### src/rtl/round_pkg.sv
// Shared types and constants for the round sequencer.
// The state encoding is visible on the round_sequencer state port.
package round_pkg;

  localparam int ROUND_W           = 8;
  localparam int MAX_ROUND_DEFAULT = 100;

  typedef enum logic [2:0] {
    ST_IDLE    = 3'd0,
    ST_SHOW    = 3'd1,
    ST_PLAY    = 3'd2,
    ST_ADVANCE = 3'd3,
    ST_OVER    = 3'd4
  } state_t;

  // Bits needed to hold n-1 (the largest value a countdown is loaded with).
  // At least one bit, so that a one-cycle countdown still has a counter.
  function automatic int cnt_width(input int n);
    return (n <= 2) ? 1 : $clog2(n);
  endfunction

endpackage

### src/rtl/cycle_timer.sv
// Loadable down-counter. It stops at zero and raises zero while it holds
// zero. load takes priority over counting.
module cycle_timer #(
  parameter int W = 8
) (
  input  logic         clk,
  input  logic         rst,
  input  logic         load,
  input  logic [W-1:0] load_value,
  input  logic         count_en,
  output logic         zero
);

  logic [W-1:0] count;

  // Load on request; otherwise count down while enabled, stopping at zero.
  always_ff @(posedge clk or posedge rst) begin
    if (rst) begin
      count <= '0;
    end else if (load) begin
      count <= load_value;
    end else if (count_en && (count != '0)) begin
      count <= count - 1'b1;
    end
  end

  assign zero = (count == '0);

endmodule

### src/rtl/round_sequencer.sv
// Round sequencer for a multi-round game.
// The sequence is IDLE -> SHOW (the round number is announced) -> PLAY ->
// ADVANCE -> SHOW ..., and the game ends in OVER.
// round_num feeds the three-digit display decoder directly.
// Build option: define ROUND_TIMEOUT_EN to limit each PLAY round to
// TIMEOUT_CYCLES clocks. When the limit runs out, the round counts as a fail.
module round_sequencer
  import round_pkg::*;
#(
  parameter int MAX_ROUND      = MAX_ROUND_DEFAULT,
  parameter int SHOW_CYCLES    = 50_000_000,
  parameter int TIMEOUT_CYCLES = 500_000_000
) (
  input  logic               clk,
  input  logic               rst,
  input  logic               start,
  input  logic               pass,
  input  logic               fail,
  output logic [ROUND_W-1:0] round_num,
  output logic [2:0]         state,
  output logic               play_en,
  output logic               game_over,
  output logic               won
);

  // One width serves both timers. It is sized for the larger cycle parameter.
  localparam int CNT_MAX = (SHOW_CYCLES > TIMEOUT_CYCLES) ? SHOW_CYCLES : TIMEOUT_CYCLES;
  localparam int CNT_W   = cnt_width(CNT_MAX);
  localparam logic [CNT_W-1:0]   SHOW_LOAD = CNT_W'(SHOW_CYCLES - 1);
  localparam logic [ROUND_W-1:0] LAST      = ROUND_W'(MAX_ROUND);

  state_t             state_q, state_next;
  logic [ROUND_W-1:0] round_q, round_next;
  logic               won_next;
  logic               show_load, show_zero;
  logic               play_load, play_zero;

  cycle_timer #(.W(CNT_W)) u_show_timer (
    .clk        (clk),
    .rst        (rst),
    .load       (show_load),
    .load_value (SHOW_LOAD),
    .count_en   (state_q == ST_SHOW),
    .zero       (show_zero)
  );

`ifdef ROUND_TIMEOUT_EN
  localparam logic [CNT_W-1:0] PLAY_LOAD = CNT_W'(TIMEOUT_CYCLES - 1);

  cycle_timer #(.W(CNT_W)) u_play_timer (
    .clk        (clk),
    .rst        (rst),
    .load       (play_load),
    .load_value (PLAY_LOAD),
    .count_en   (state_q == ST_PLAY),
    .zero       (play_zero)
  );
`else
  // Without the timeout build, PLAY never expires.
  assign play_zero = 1'b0;
`endif

  // Next state, next round and timer loads. Each timer loads on the clock
  // that enters its state.
  always_comb begin
    state_next = state_q;
    round_next = round_q;
    won_next   = won;
    show_load  = 1'b0;
    play_load  = 1'b0;
    case (state_q)
      ST_IDLE: begin
        if (start) begin
          state_next = ST_SHOW;
          round_next = ROUND_W'(1);
          show_load  = 1'b1;
        end
      end
      ST_SHOW: begin
        if (show_zero) begin
          state_next = ST_PLAY;
          play_load  = 1'b1;
        end
      end
      ST_PLAY: begin
        // fail takes priority over pass. pass takes priority over expiry.
        if (fail) begin
          state_next = ST_OVER;
          won_next   = 1'b0;
        end else if (pass) begin
          state_next = ST_ADVANCE;
        end else if (play_zero) begin
          state_next = ST_OVER;
          won_next   = 1'b0;
        end
      end
      ST_ADVANCE: begin
        // Using >= keeps round_num from ever passing MAX_ROUND.
        if (round_q >= LAST) begin
          state_next = ST_OVER;
          won_next   = 1'b1;
        end else begin
          state_next = ST_SHOW;
          round_next = round_q + 1'b1;
          show_load  = 1'b1;
        end
      end
      ST_OVER: begin
        if (start) begin
          state_next = ST_SHOW;
          round_next = ROUND_W'(1);
          won_next   = 1'b0;
          show_load  = 1'b1;
        end
      end
      default: begin
        state_next = ST_IDLE;
        round_next = '0;
        won_next   = 1'b0;
      end
    endcase
  end

  // State and registered outputs. The flags are decoded from the next state
  // so that they change on the same edge as state.
  always_ff @(posedge clk or posedge rst) begin
    if (rst) begin
      state_q   <= ST_IDLE;
      round_q   <= '0;
      play_en   <= 1'b0;
      game_over <= 1'b0;
      won       <= 1'b0;
    end else begin
      state_q   <= state_next;
      round_q   <= round_next;
      play_en   <= (state_next == ST_PLAY);
      game_over <= (state_next == ST_OVER);
      won       <= won_next;
    end
  end

  assign state     = state_q;
  assign round_num = round_q;

endmodule

### config.mk
export PLATFORM = sky130hd
export DESIGN_NAME = round_sequencer
export DESIGN_NICKNAME = d
export VERILOG_FILES = /design/src/rtl/round_pkg.sv /design/src/rtl/cycle_timer.sv /design/src/rtl/round_sequencer.sv
export SDC_FILE = /design/constraint.sdc
export NUM_CORES = 1
export LEC_CHECK = 0
export BUFFER_PORTS_ARGS = -buffer_cell sky130_fd_sc_hd__buf_2
export CAP_MARGIN = 10
export CORE_MARGIN = 2
export CORE_UTILIZATION = 40
export CTS_CLUSTER_SIZE = 25
export DETAILED_ROUTE_END_ITERATION = 12
export GPL_ROUTABILITY_DRIVEN = 0
export PLACE_DENSITY = 0.56
export SETUP_SLACK_MARGIN = 0.2
export SLEW_MARGIN = 10
export SYNTH_ARGS = -nofsm -noshare
export SYNTH_HDL_FRONTEND = slang
export SYNTH_SLANG_ARGS = --single-unit
### constraint.sdc
create_clock -name clk -period 2.6 [get_ports clk]
set_clock_uncertainty 0.05 [all_clocks]
set_input_delay 0.65 -clock clk [delete_from_list [all_inputs] [get_ports clk]]
set_output_delay 0.65 -clock clk [all_outputs]
set_load 0.01 [all_outputs]
==> insert_results.sql, run 1 <==
INSERT INTO impl_metrics (metric_group, metric, value, unit) VALUES
('finish', 'final_antenna_diode_count', '0', ''),
('critical_path', 'critical_path_class', 'flop to flop', ''),
('pwr', 'clkPwrFrac', '33.4', '%'),
('grt', 'grt_remaining_overflow', '0', ''),
('worst_hold_path', 'holdCritPathClass', 'input pin to async pin', ''),
('logic_synthesis', 'post_synth_and_or_nand_nor_area_fraction', '25.2', '%'),
('finish', 'multiInputGateArea', '0.00121', 'mm2'),
('floorplan', 'die_w', '80.0', 'um'),
('placed_design', 'dp_cells', '331', ''),
('critical_path', 'critical-path-max-stage-delay', '0.52', 'ns'),
('logic_synthesis', 'synthesis.area_per_instance', '10.0', 'um2'),
('logic_synthesis', 'yosys_warnings', '0', ''),
('critical_path', 'required', '2.69', 'ns'),
('floorplan', 'die_area', '0.00640', 'mm2'),
('timing', 'finalCriticalPeriod', '2.51', 'ns'),
('floorplan', 'floorplan.core_area', '0.00554', 'mm2'),
('pwr', 'switchingPower', '0.000446', 'W'),
('routing', 'drt-vias-per-instance', '5.74', ''),
('logic_synthesis', 'synth_compound_area_share', '19.4', '%'),
('grt', 'grt_first_pass_wirelength', '9.56', 'mm'),
('floorplan', 'placement_rows', '27', ''),
('floorplan', 'floorplan.initialDensity', '41.7', '%'),
('floorplan', 'floorplan.io_pins', '19', ''),
('clocking', 'clock_tree.root_cell', 'clkbuf_8', ''),
('timing', 'finalHoldViolations', '0', ''),
('logic_synthesis', 'postSynth.topFlopCell', 'dfrtp_1', ''),
('clocking', 'insertion_delay', '0.31', 'ns'),
('routing', 'drtAntennaViolNets', '0', ''),
('pwr', 'switching_share', '27.5', '%'),
('finish', 'filler_cell_count', '518', ''),
('timing', 'worst_pin_slew', '0.881', 'ns'),
('timing', 'grt_setup_unrepaired', 'yes', ''),
('clocking', 'cts.sink_count', '43', ''),
('pwr', 'p_comb_share', '18.9', '%'),
('logic_synthesis', 'synth_xor_area_share', '1.90', '%'),
('logic_synthesis', 'synthesis.instances', '231', ''),
('routing', 'vias', '2038', ''),
('logic_synthesis', 'synth.yosys.seq_area_share', '46.6', '%'),
('critical_path', 'critical-path-slowest-cell', 'or4_4', ''),
('critical_path', 'timing.critical_path.max_delay_family', 'simple AND/OR/NAND/NOR gates', ''),
('floorplan', 'die_h', '80.0', 'um'),
('logic_synthesis', 'synth_top_family_by_area', 'simple AND/OR/NAND/NOR gates', ''),
('run_status', 'status', 'complete, no violations', ''),
('placed_design', 'port-buffer-count', '18', ''),
('pwr', 'power.static_leakage', '1.24', 'nW'),
('grt', 'antenna_violations_before_repair', '0', ''),
('finish', 'drive_above_1_share', '32.9', '%'),
('clocking', 'cts-buffers-inserted', '5', ''),
('flow_run', 'drv_cap', '0', ''),
('finish', 'sequential_cell_area', '0.00108', 'mm2'),
('routing', 'routed_wire_length', '5.71', 'mm'),
('finish', 'instances_no_fill', '355', ''),
('placed_design', 'dpl.hpwl', '3.50', 'mm'),
('grt', 'grt_max_degree', '24', ''),
('logic_synthesis', 'synthAdderAreaFrac', '1.63', '%'),
('critical_path', 'timing.critical_path.cells', 'or4_4 > or4_4 > buf_4 > o41a_4 > a31oi_1 > o21ai_1', ''),
('timing', 'final.period_utilization', '96.4', '%'),
('clocking', 'cts_tree', 'done', ''),
('routing', 'dr.pass1.iters', '4', ''),
('clocking', 'h-tree-depth', '2', ''),
('finish', 'syn2layout_area_growth', '29.4', '%'),
('critical_path', 'crit_arrival', '2.60', 'ns'),
('clocking', 'clk_path_buf_depth', '2', ''),
('routing', 'drt_drc_violations_left', '0', ''),
('logic_synthesis', 'synth_cell_types', '51', ''),
('grt', 'first_global_vias', '1962', ''),
('logic_synthesis', 'synth_edf_count', '0', ''),
('routing', 'routed_wire_length_per_instance', '16.1', 'um'),
('logic_synthesis', 'synth-async-reset-ratio', '100', '%'),
('timing', 'max-slew-margin-rel', '41.3', '%'),
('timing', 'max_frequency', '399', 'MHz');
[power by group through the flow]
| stage | clock network (W) | logic [W] | registers [W] |
|---|---|---|---|
| global route | 0.000584 | 0.000343 | 0.000781 |
| finish | 0.000542 | 0.000307 | 0.000772 |
| detailed placement | 0 | 0.000253 | 0.000780 |
| CTS | 0.000557 | 0.000298 | 0.000769 |
| floorplan | 0 | 0.000150 | 0.000779 |
| global placement | 0 | 0.000244 | 0.000781 |
[per-layer routing]
layer  global-route usage [%]  share of wire [%]  vias up
met3                     3.17                3.5        6
met5                        0                  0        -
li1                         -                  -     1002
met4                     5.76               0.89        0
met1                     27.2                 47      996
met2                     30.2                 48       34
[Yosys cell counts, drive strengths merged (7+ instances only)]
master	instances	area share, %
nor2	12	2.0
dfrtp	43	47
nand3	10	2.2
inv	8	1.3
nand2	12	2.0
a21oi	8	1.7
or3	13	3.6
o31ai	10	3.3
a31oi	7	1.9
o21ai	16	3.5
clkbuf	7	1.1
or4	11	4.1
nor3	8	1.7
[state kept, by name, summed over array words and instances (netlist names)]
register	flops
play_en	1
state	3
game_over	1
u_show_timer.count	29
round_num	8
won	1
[path summary, 6_finish.rpt]
| path | slack, ns | end | start | depth (start not counted) |
|---|---|---|---|---|
| setup / recovery | 0.09 | u_show_timer.count[25]$_DFFE_PP0P_ | u_show_timer.count[11]$_DFFE_PP0P_ | 6 |
| max in group asynchronous | 1.73 | u_show_timer.count[25]$_DFFE_PP0P_ | rst | 3 |
| hold reg to reg | 0.44 | u_show_timer.count[26]$_DFFE_PP0P_ | u_show_timer.count[26]$_DFFE_PP0P_ | 1 |
| hold / removal | 0.25 | round_num[1]$_DFFE_PP0P_ | rst | 2 |
| min in group clk | 0.44 | u_show_timer.count[26]$_DFFE_PP0P_ | u_show_timer.count[26]$_DFFE_PP0P_ | 1 |
| setup reg to reg | 0.09 | u_show_timer.count[25]$_DFFE_PP0P_ | u_show_timer.count[11]$_DFFE_PP0P_ | 6 |
[timing repair]
action | CTS | global route
setup endpoints to repair | 25 | 27
cloned | 3 | 1
gates resized for setup | 9 | 10
setup buffers | 9 | 3
pin swaps | 12 | 8
[area by class of cell]
class	count	area share, %
inverters	8	1.01
repair buffers	55	15.7
clock inverters	3	1.55
multi-input cells	169	40.4
well taps	72	3.02
flip-flops and latches	43	36.0
clock buffers	5	2.30
[layout by cell type, fill, tap and decap left out, types with 7 or more instances in the layout]
cell      n
or4_1     7
buf_2    18
dfrtp_1  43
o31ai_1   9
nand2_1  12
or3_1    11
o21ai_1   9
buf_4    27
nand3_1   9
nor2_1   12
a21oi_1   8
nor3_1    7
[logic make-up (layout without fill, tap and decap cells)]
logic type,Yosys count,after routing
simple gates,95,95
compound gates,63,64
flops,43,43
buf+inv,20,71
xor+xnor,5,5
fa+ha+maj,3,3
mux,2,2
[stage by stage]
stage          worst slack [ns]  utilization [%]  instance area (um2)  hold WS (ns)  power, W
6_report                 0.0948             53.9                 2990         0.253   0.00162
5_1_grt                 0.00638             53.9                 2990         0.278   0.00171
4_1_cts                   0.134             52.2                 2890         0.265   0.00162
3_5_place_dp             0.0407             47.2                 2610         0.417   0.00103
3_3_place_gp             0.0803             47.2                 2610         0.413   0.00102
2_1_floorplan            0.0836                -                 2310         0.396  0.000929
(Power assumes the default switching activity.)
==> run 2: changes to the inputs <==
--- a/config.mk
+++ b/config.mk
@@ -5,13 +5,13 @@
 export SDC_FILE = /design/constraint.sdc
 export NUM_CORES = 1
 export LEC_CHECK = 0
+export ABC_AREA = 1
 export BUFFER_PORTS_ARGS = -buffer_cell sky130_fd_sc_hd__buf_2
 export CAP_MARGIN = 10
 export CORE_MARGIN = 2
 export CORE_UTILIZATION = 40
 export CTS_CLUSTER_SIZE = 25
 export DETAILED_ROUTE_END_ITERATION = 12
-export GPL_ROUTABILITY_DRIVEN = 0
 export PLACE_DENSITY = 0.56
 export SETUP_SLACK_MARGIN = 0.2
 export SLEW_MARGIN = 10
==> run 2 against run 1 <==
Largest cell class unchanged. Synthesized cell count grew 76%. First-iteration DRC count rose by 76%. Routed wire length increased by 16%. Design area grew 3.6%. Total power grew 45%.
==> insert_results.sql, run 2 <==
INSERT INTO impl_metrics (metric_group, metric, value, unit) VALUES
('logic_synthesis', 'synthesis.instances', '406', ''),
('logic_synthesis', 'synthAdderAreaFrac', '1.34', '%'),
('critical_path', 'critical-path-max-stage-delay', '0.40', 'ns'),
('logic_synthesis', 'synth_top_cells_by_count', 'nand2_1 (139), nor2_1 (65), dfrtp_1 (43)', ''),
('placed_design', 'port-buffer-count', '18', ''),
('finish', 'regMostFlops', 'u_show_timer.count', ''),
('finish', 'filler_cell_count', '713', ''),
('routing', 'routed-wl-met2', '2.95', 'mm'),
('logic_synthesis', 'post_synth_and_or_nand_nor_area_fraction', '43.3', '%'),
('critical_path', 'worstPathBufferInverterCount', '1', ''),
('clocking', 'h-tree-depth', '2', ''),
('timing', 'finalHoldWorstSlack', '0.252', 'ns'),
('timing', 'max-slew-margin-rel', '60.4', '%'),
('floorplan', 'floorplan.core_area', '0.00679', 'mm2'),
('routing', 'vias', '2549', ''),
('routing', 'met1_length', '3.36', 'mm'),
('logic_synthesis', 'synth-async-reset-ratio', '100', '%'),
('timing', 'finalCriticalPeriod', '2.12', 'ns'),
('timing', 'final.period_utilization', '81.5', '%'),
('routing', 'drt-vias-per-instance', '4.87', ''),
('logic_synthesis', 'synth_compound_area_share', '4.60', '%'),
('pwr', 'irDropWorstVdd', '0.222', 'mV'),
('finish', 'drive_above_1_share', '11.0', '%'),
('pwr', 'power.density', '759', 'mW/mm2'),
('logic_synthesis', 'synthesis.area_per_instance', '6.89', 'um2'),
('grt', 'grt_remaining_overflow', '0', ''),
('logic_synthesis', 'yosys_register_bits', '43', ''),
('critical_path', 'nature_of_the_critical_path_startpoint', 'flop', ''),
('finish', 'final_antenna_diode_count', '0', ''),
('critical_path', 'critical-path-slowest-cell', 'dfrtp_1', ''),
('logic_synthesis', 'synth_edf_count', '0', ''),
('timing', 'timing.final.max_slew_violations', '0', ''),
('grt', 'grt.total_usage', '19.1', '%'),
('critical_path', 'critPathMaxFanout', '24', ''),
('clocking', 'cts-buffers-inserted', '5', ''),
('timing', 'setup_viol', '0', ''),
('floorplan', 'floorplan.initialDensity', '41.2', '%'),
('clocking', 'clk_pin_slew_worst_paths', '0.08', 'ns'),
('critical_path', 'crit_arrival', '2.31', 'ns'),
('finish', 'multiInputGateArea', '0.00150', 'mm2'),
('critical_path', 'timing.critical_path.max_delay_family', 'simple AND/OR/NAND/NOR gates', ''),
('floorplan', 'floorplan.io_pins', '19', ''),
('grt', 'grt_max_degree', '31', ''),
('worst_hold_path', 'holdCritPathClass', 'input pin to async pin', ''),
('timing', 'totalNegativeSetupSlack', '0', 'ns'),
('floorplan', 'placement_rows', '30', ''),
('logic_synthesis', 'synth.area.top_cells', 'dfrtp_1 (38%), nand2_1 (19%), nor2_1 (8.7%)', ''),
('floorplan', 'die_area', '0.00768', 'mm2'),
('timing', 'max_frequency', '472', 'MHz'),
('finish', 'largest_register_ff_count', '29', ''),
('routing', 'met3RoutedLength', '209', 'um'),
('finish', 'layout.cells.most_common_list', 'nand2_1 (139), nor2_1 (65), dfrtp_1 (43)', ''),
('critical_path', 'critical_path_class', 'flop to flop', ''),
('routing', 'topRoutingLayerUsed', 'met4', ''),
('critical_path', 'worstSetupEndpointType', 'flop', ''),
('logic_synthesis', 'yosys_warnings', '0', ''),
('pwr', 'power.static_leakage', '1.58', 'nW'),
('critical_path', 'regToRegStartpoint', 'u_show_timer.count[0]$_DFFE_PP0P_', ''),
('logic_synthesis', 'netlist.area_leader.share', '38.4', '%'),
('routing', 'routed_wire_length', '6.65', 'mm'),
('critical_path', 'timing.critical_path.cells', 'inv_1 > ha_1 > nand2_4 > nor2_8 > nand2_2 > nor2_4 > nor2_4 > nor2_8 > nand2_1 > nand2_1', ''),
('routing', 'routed_wire_length_per_instance', '12.7', 'um'),
('routing', 'drtAntennaViolNets', '0', ''),
('grt', 'first_global_vias', '2405', ''),
('clocking', 'insertion_delay', '0.31', 'ns'),
('logic_synthesis', 'synth.mux.area_fraction', '0', '%'),
('finish', 'fin_nets', '435', ''),
('placed_design', 'place_congestion', '0.912', ''),
('clocking', 'clk_path_buf_depth', '2', ''),
('logic_synthesis', 'synth_cell_types', '28', ''),
('clocking', 'cts_setup_buffers', '0', ''),
('grt', 'antenna_violations_before_repair', '0', ''),
('critical_path', 'crit_start', 'u_show_timer.count[0]$_DFFE_PP0P_', ''),
('clocking', 'cts.repair.resized', '0', ''),
('run_status', 'status', 'complete, no violations', ''),
('timing', 'worst_pin_slew', '0.592', 'ns'),
('finish', 'syn2layout_area_growth', '10.6', '%'),
('timing', 'grt_setup_unrepaired', 'no', ''),
('floorplan', 'die_w', '87.7', 'um'),
('routing', 'drtIter0Drc', '169', ''),
('grt', 'grt_first_pass_wirelength', '11.6', 'mm'),
('logic_synthesis', 'mappedNetlistNets', '414', ''),
('logic_synthesis', 'synth_top_family_by_area', 'simple AND/OR/NAND/NOR gates', ''),
('logic_synthesis', 'synth.yosys.seq_area_share', '38.4', '%'),
('routing', 'drt_drc_violations_left', '0', ''),
('logic_synthesis', 'postSynth.topFlopCell', 'dfrtp_1', ''),
('placed_design', 'dp_cells', '516', ''),
('logic_synthesis', 'synth_xor_area_share', '4.38', '%'),
('logic_synthesis', 'synth.cell_area', '0.00280', 'mm2'),
('floorplan', 'die_h', '87.7', 'um'),
('clocking', 'cts_tree', 'done', ''),
('finish', 'sequential_cell_area', '0.00108', 'mm2'),
('timing', 'finalHoldViolations', '0', ''),
('finish', 'layout.cells.most_common', 'nand2_1', ''),
('placed_design', 'dpl.hpwl', '5.05', 'mm'),
('clocking', 'clock_tree.root_cell', 'clkbuf_8', ''),
('clocking', 'cts.sink_count', '43', ''),
('flow_run', 'drv_cap', '0', ''),
('routing', 'dr.pass1.iters', '4', ''),
('logic_synthesis', 'synth.largest_area_cell', 'dfrtp_1', ''),
('finish', 'instances_no_fill', '523', ''),
('critical_path', 'required', '2.79', 'ns'),
('logic_synthesis', 'yosysMostFrequentCell', 'nand2_1', ''),
('clocking', 'holdBufCountCts', '0', '');
run 2: cell count changes after synthesis, sizes merged, moves of 10 or more:
cell	delta
nor2	+61
inv	+37
or3	-13
nand4	+15
nand2	+131
o31ai	-10
or4	-11
nand3	+23
run 2: report_power, final:
part | internal (W) | switching [W]
sequential | 0.000818 | 0.000206
clock | 0.000281 | 0.000236
combinational | 0.000293 | 0.000516
run 2: per-stage QoR:
| stage | worst slack [ns] | cell area (um2) | total power (W) | util (%) |
|---|---|---|---|---|
| floorplan | 0.837 | 2800 | 0.00164 | - |
| global placement | 0.585 | 2990 | 0.00184 | 44.0 |
| detailed placement | 0.496 | 2990 | 0.00184 | 44.0 |
| CTS | 0.460 | 3100 | 0.00237 | 45.6 |
| global route | 0.286 | 3100 | 0.00257 | 45.6 |
| finish | 0.482 | 3100 | 0.00235 | 45.6 |
run 2: final cells by class:
cell class,count,share of cell area (%)
multi-input cells,311,48.4
flip-flops and latches,43,34.7
inverters,45,5.45
repair buffers,21,4.04
well taps,96,3.88
clock buffers,5,2.22
clock inverters,2,1.21
run 2: worst register-to-register path, stage by stage (launching register included):
cell	delay (ns)
dfrtp_1	0.40
inv_1	0.14
ha_1	0.35
nand2_4	0.13
nor2_8	0.16
nand2_2	0.08
nor2_4	0.12
nor2_4	0.12
nor2_8	0.32
nand2_1	0.10
nand2_1	0.09
run 2: logic make-up after synthesis:
family / after synthesis
XOR/XNOR: 14
buffers and inverters: 52
AO/OA/AOI/OAI: 24
flip-flops: 43
adder cells (fa/ha/maj): 3
AND/OR/NAND/NOR: 270
run 2: worst paths after layout:
kind                       slack, ns                                 end  depth (start not counted)
max                             0.48  u_show_timer.count[21]$_DFFE_PP0P_                         10
min                             0.25  u_show_timer.count[20]$_DFFE_PP0P_                          2
max reg2reg                     0.48  u_show_timer.count[21]$_DFFE_PP0P_                         10
min reg2reg                     0.46                     won$_DFFE_PP0P_                          2
max in group asynchronous       1.77   u_show_timer.count[5]$_DFFE_PP0P_                          3
min in group clk                0.46                     won$_DFFE_PP0P_                          2
run 2: per-layer routing:
layer | global-route usage [%] | vias up
met5 | 0 | -
met4 | 6.43 | 0
met3 | 3.11 | 10
met2 | 29.5 | 35
met1 | 27.3 | 1180
li1 | - | 1324
==> run 3: changes to the inputs <==
--- a/config.mk
+++ b/config.mk
@@ -5,14 +5,14 @@
 export SDC_FILE = /design/constraint.sdc
 export NUM_CORES = 1
 export LEC_CHECK = 0
-export ABC_AREA = 1
+export ABC_AREA = 0
 export BUFFER_PORTS_ARGS = -buffer_cell sky130_fd_sc_hd__buf_2
 export CAP_MARGIN = 10
 export CORE_MARGIN = 2
 export CORE_UTILIZATION = 40
 export CTS_CLUSTER_SIZE = 25
 export DETAILED_ROUTE_END_ITERATION = 12
-export PLACE_DENSITY = 0.56
+export PLACE_DENSITY = 0.54
 export SETUP_SLACK_MARGIN = 0.2
 export SLEW_MARGIN = 10
 export SYNTH_ARGS = -nofsm -noshare
==> constraint.sdc (replaced) <==
create_clock -name clk -period 2.04 [get_ports clk]
set_clock_uncertainty 0.05 [all_clocks]
set_input_delay 0.51 -clock clk [delete_from_list [all_inputs] [get_ports clk]]
set_output_delay 0.51 -clock clk [all_outputs]
set_load 0.01 [all_outputs]
==> run 3 against run 2 <==
Largest power group unchanged. The run now ends with setup timing left. Via count decreased by 17%. Total power is 6.2% lower. Worst setup slack worse by 0.95 ns. First-iteration DRC count decreased by 65%. Register-to-register slack worse by 0.95 ns. Largest cell class unchanged.
==> insert_results.sql, run 3 (synthesized netlist as in run 1, its figures left out) <==
INSERT INTO impl_metrics (metric_group, metric, value, unit) VALUES
('finish', 'layout.cells.most_common_list', 'buf_4 (55), dfrtp_1 (43), buf_2 (18)', ''),
('routing', 'drt_drc_violations_left', '0', ''),
('timing', 'finalCriticalPeriod', '2.51', 'ns'),
('pwr', 'power.static_leakage', '1.41', 'nW'),
('timing', 'setup_viol', '29', ''),
('finish', 'filler_cell_count', '520', ''),
('routing', 'routed_wire_length', '5.57', 'mm'),
('timing', 'max-slew-margin-rel', '29.6', '%'),
('placed_design', 'place_congestion', '0.811', ''),
('floorplan', 'die_h', '80.0', 'um'),
('clocking', 'clk_path_buf_depth', '2', ''),
('timing', 'worst_pin_slew', '1.05', 'ns'),
('finish', 'instances_no_fill', '384', ''),
('finish', 'largest_register_ff_count', '29', ''),
('finish', 'post-route-cell-area', '0.00322', 'mm2'),
('timing', 'grt_setup_unrepaired', 'yes', ''),
('placed_design', 'port-buffer-count', '18', ''),
('critical_path', 'critical-path-slowest-cell', 'or4_4', ''),
('critical_path', 'ff2ff_path_depth', '8', ''),
('floorplan', 'floorplan.initialDensity', '41.7', '%'),
('floorplan', 'die_w', '80.0', 'um'),
('timing', 'layout_setup_ws', '-0.467', 'ns'),
('clocking', 'cts-buffers-inserted', '5', ''),
('routing', 'routed_wire_length_per_instance', '14.5', 'um'),
('grt', 'grt.total_usage', '19.8', '%'),
('critical_path', 'timing.critical_path.max_delay_family', 'simple AND/OR/NAND/NOR gates', ''),
('finish', 'fin_nets', '319', ''),
('floorplan', 'floorplan.io_pins', '19', ''),
('floorplan', 'floorplan.core_area', '0.00554', 'mm2'),
('critical_path', 'timing.critical_path.cells', 'or4_4 > or4_4 > buf_6 > o41ai_4 > buf_4 > buf_6 > or4_1 > a21oi_1', ''),
('flow_run', 'drv_cap', '0', ''),
('placed_design', 'place_area', '0.00286', 'mm2'),
('clocking', 'h-tree-depth', '2', ''),
('timing', 'max_frequency', '399', 'MHz'),
('floorplan', 'die_area', '0.00640', 'mm2'),
('routing', 'drtAntennaViolNets', '0', ''),
('routing', 'drtIter0Drc', '59', ''),
('finish', 'syn2layout_area_growth', '39.3', '%'),
('critical_path', 'critical_path_class', 'flop to flop', ''),
('clocking', 'clk_pin_slew_worst_paths', '0.08', 'ns'),
('worst_hold_path', 'holdCritPathClass', 'input pin to async pin', ''),
('run_status', 'status', 'finished, violations left', ''),
('placed_design', 'detailedPlace.worstSlack', '-0.470', 'ns'),
('timing', 'finalHoldViolations', '0', ''),
('critical_path', 'worstPathBufferInverterCount', '3', ''),
('finish', 'final_antenna_diode_count', '0', ''),
('routing', 'drt-vias-per-instance', '5.48', ''),
('grt', 'grt_remaining_overflow', '0', ''),
('run_status', 'failed_checks', 'setup timing', ''),
('grt', 'grt_first_pass_wirelength', '9.87', 'mm'),
('critical_path', 'critical-path-max-stage-delay', '0.57', 'ns'),
('clocking', 'cts_tree', 'done', ''),
('routing', 'vias', '2103', ''),
('critical_path', 'required', '2.13', 'ns'),
('finish', 'regMostFlops', 'u_show_timer.count', ''),
('critical_path', 'nature_of_the_critical_path_startpoint', 'flop', ''),
('placed_design', 'dpl.hpwl', '3.95', 'mm'),
('critical_path', 'critical_path_depth', '8', ''),
('grt', 'grt_max_degree', '24', ''),
('routing', 'dr.pass1.iters', '4', ''),
('finish', 'drive_above_1_share', '39.7', '%'),
('critical_path', 'crit_arrival', '2.59', 'ns'),
('grt', 'first_global_vias', '2103', ''),
('pwr', 'power.density', '685', 'mW/mm2'),
('timing', 'final.period_utilization', '123', '%'),
('clocking', 'clock_tree.root_cell', 'clkbuf_8', ''),
('floorplan', 'placement_rows', '27', ''),
('clocking', 'insertion_delay', '0.30', 'ns'),
('critical_path', 'worstSetupEndpointType', 'flop', ''),
('clocking', 'cts.sink_count', '43', ''),
('placed_design', 'dp_cells', '364', ''),
('finish', 'layout.cells.most_common', 'buf_4', ''),
('pwr', 'irDropWorstVdd', '0.296', 'mV'),
('grt', 'antenna_violations_before_repair', '0', ''),
('timing', 'timing.final.max_slew_violations', '0', ''),
('critical_path', 'critPathMaxFanout', '6', '');
run 3: changes by cell type in the layout (fill, tap and decap cells not counted), moves of 11 or more:
cell     change
nand2_1    -127
nor2_1      -53
buf_4       +53
nand3_1     -22
or3_1       +11
nand4_1     -15
inv_1       -34
run 3: worst reg2reg max path, cell delays in order, from the launching register on:
cell and delay (ns):
dfrtp_1 0.39, or4_4 0.53, or4_4 0.57, buf_6 0.15
o41ai_4 0.19, buf_4 0.20, buf_6 0.12, or4_1 0.11
a21oi_1 0.05
run 3: cell type report:
cell class | instances | area, um2 | share of cell area [%]
clock buffers | 6 | 72.6 | 2.26
flip-flops and latches | 43 | 1080 | 33.4
clock inverters | 2 | 60.1 | 1.87
multi-input cells | 168 | 1230 | 38.3
repair buffers | 85 | 656 | 20.4
well taps | 72 | 90.1 | 2.80
inverters | 8 | 30.0 | 0.933
run 3: what timing repair did:
item                                   4_1_cts  5_1_grt
hold buffers                                 0        0
endpoints found under the hold margin        0        0
setup buffers                                3        7
cloned                                       2        0
setup endpoints to repair                   32       37
resized for setup                           19       14
pin swaps                                   19       10
run 3: final timing paths:
check | startpoint | endpoint | slack, ns
worst min register to register | u_show_timer.count[26]$_DFFE_PP0P_ | u_show_timer.count[26]$_DFFE_PP0P_ | 0.44
worst max register to register | u_show_timer.count[9]$_DFFE_PP0P_ | u_show_timer.count[8]$_DFFE_PP0P_ | -0.47
worst max-delay path | u_show_timer.count[9]$_DFFE_PP0P_ | u_show_timer.count[8]$_DFFE_PP0P_ | -0.47
worst min-delay path | rst | u_show_timer.count[3]$_DFFE_PP0P_ | 0.15
max in group asynchronous | rst | u_show_timer.count[19]$_DFFE_PP0P_ | 1.34
min in group clk | pass | play_en$_DFF_PP0_ | 0.36
run 3: per-layer routing:
metal | track usage (%) | vias to the layer above | part of all wire (%)
li1 | - | 1049 | -
met1 | 28.4 | 1024 | 51
met2 | 30.6 | 23 | 46
met3 | 3.73 | 7 | 2.1
met4 | 5.08 | 0 | 1.2
met5 | 0 | - | 0
run 3: stage by stage:
| stage | hold slack [ns] | total power, W | utilization, % | setup TNS (ns) |
|---|---|---|---|---|
| 6_report | 0.147 | 0.00220 | 58.1 | -11.06 |
| 5_1_grt | 0.163 | 0.00232 | 58.1 | -13.55 |
| 4_1_cts | 0.149 | 0.00219 | 56.0 | -10.47 |
| 3_5_place_dp | 0.428 | 0.00137 | 51.6 | -11.19 |
| 3_3_place_gp | 0.418 | 0.00137 | 51.6 | -10.94 |
| 2_1_floorplan | 0.396 | 0.00118 | - | -9.59 |
run 3: report_power, final:
group	switching [W]	leakage (nW)	total (W)	internal, W
Clock	0.000300	0.0654	0.000789	0.000490
Combinational	0.000200	0.831	0.000450	0.000250
Sequential	0.0000449	0.509	0.000965	0.000921
Total	0.000544	1.41	0.00220	0.00166
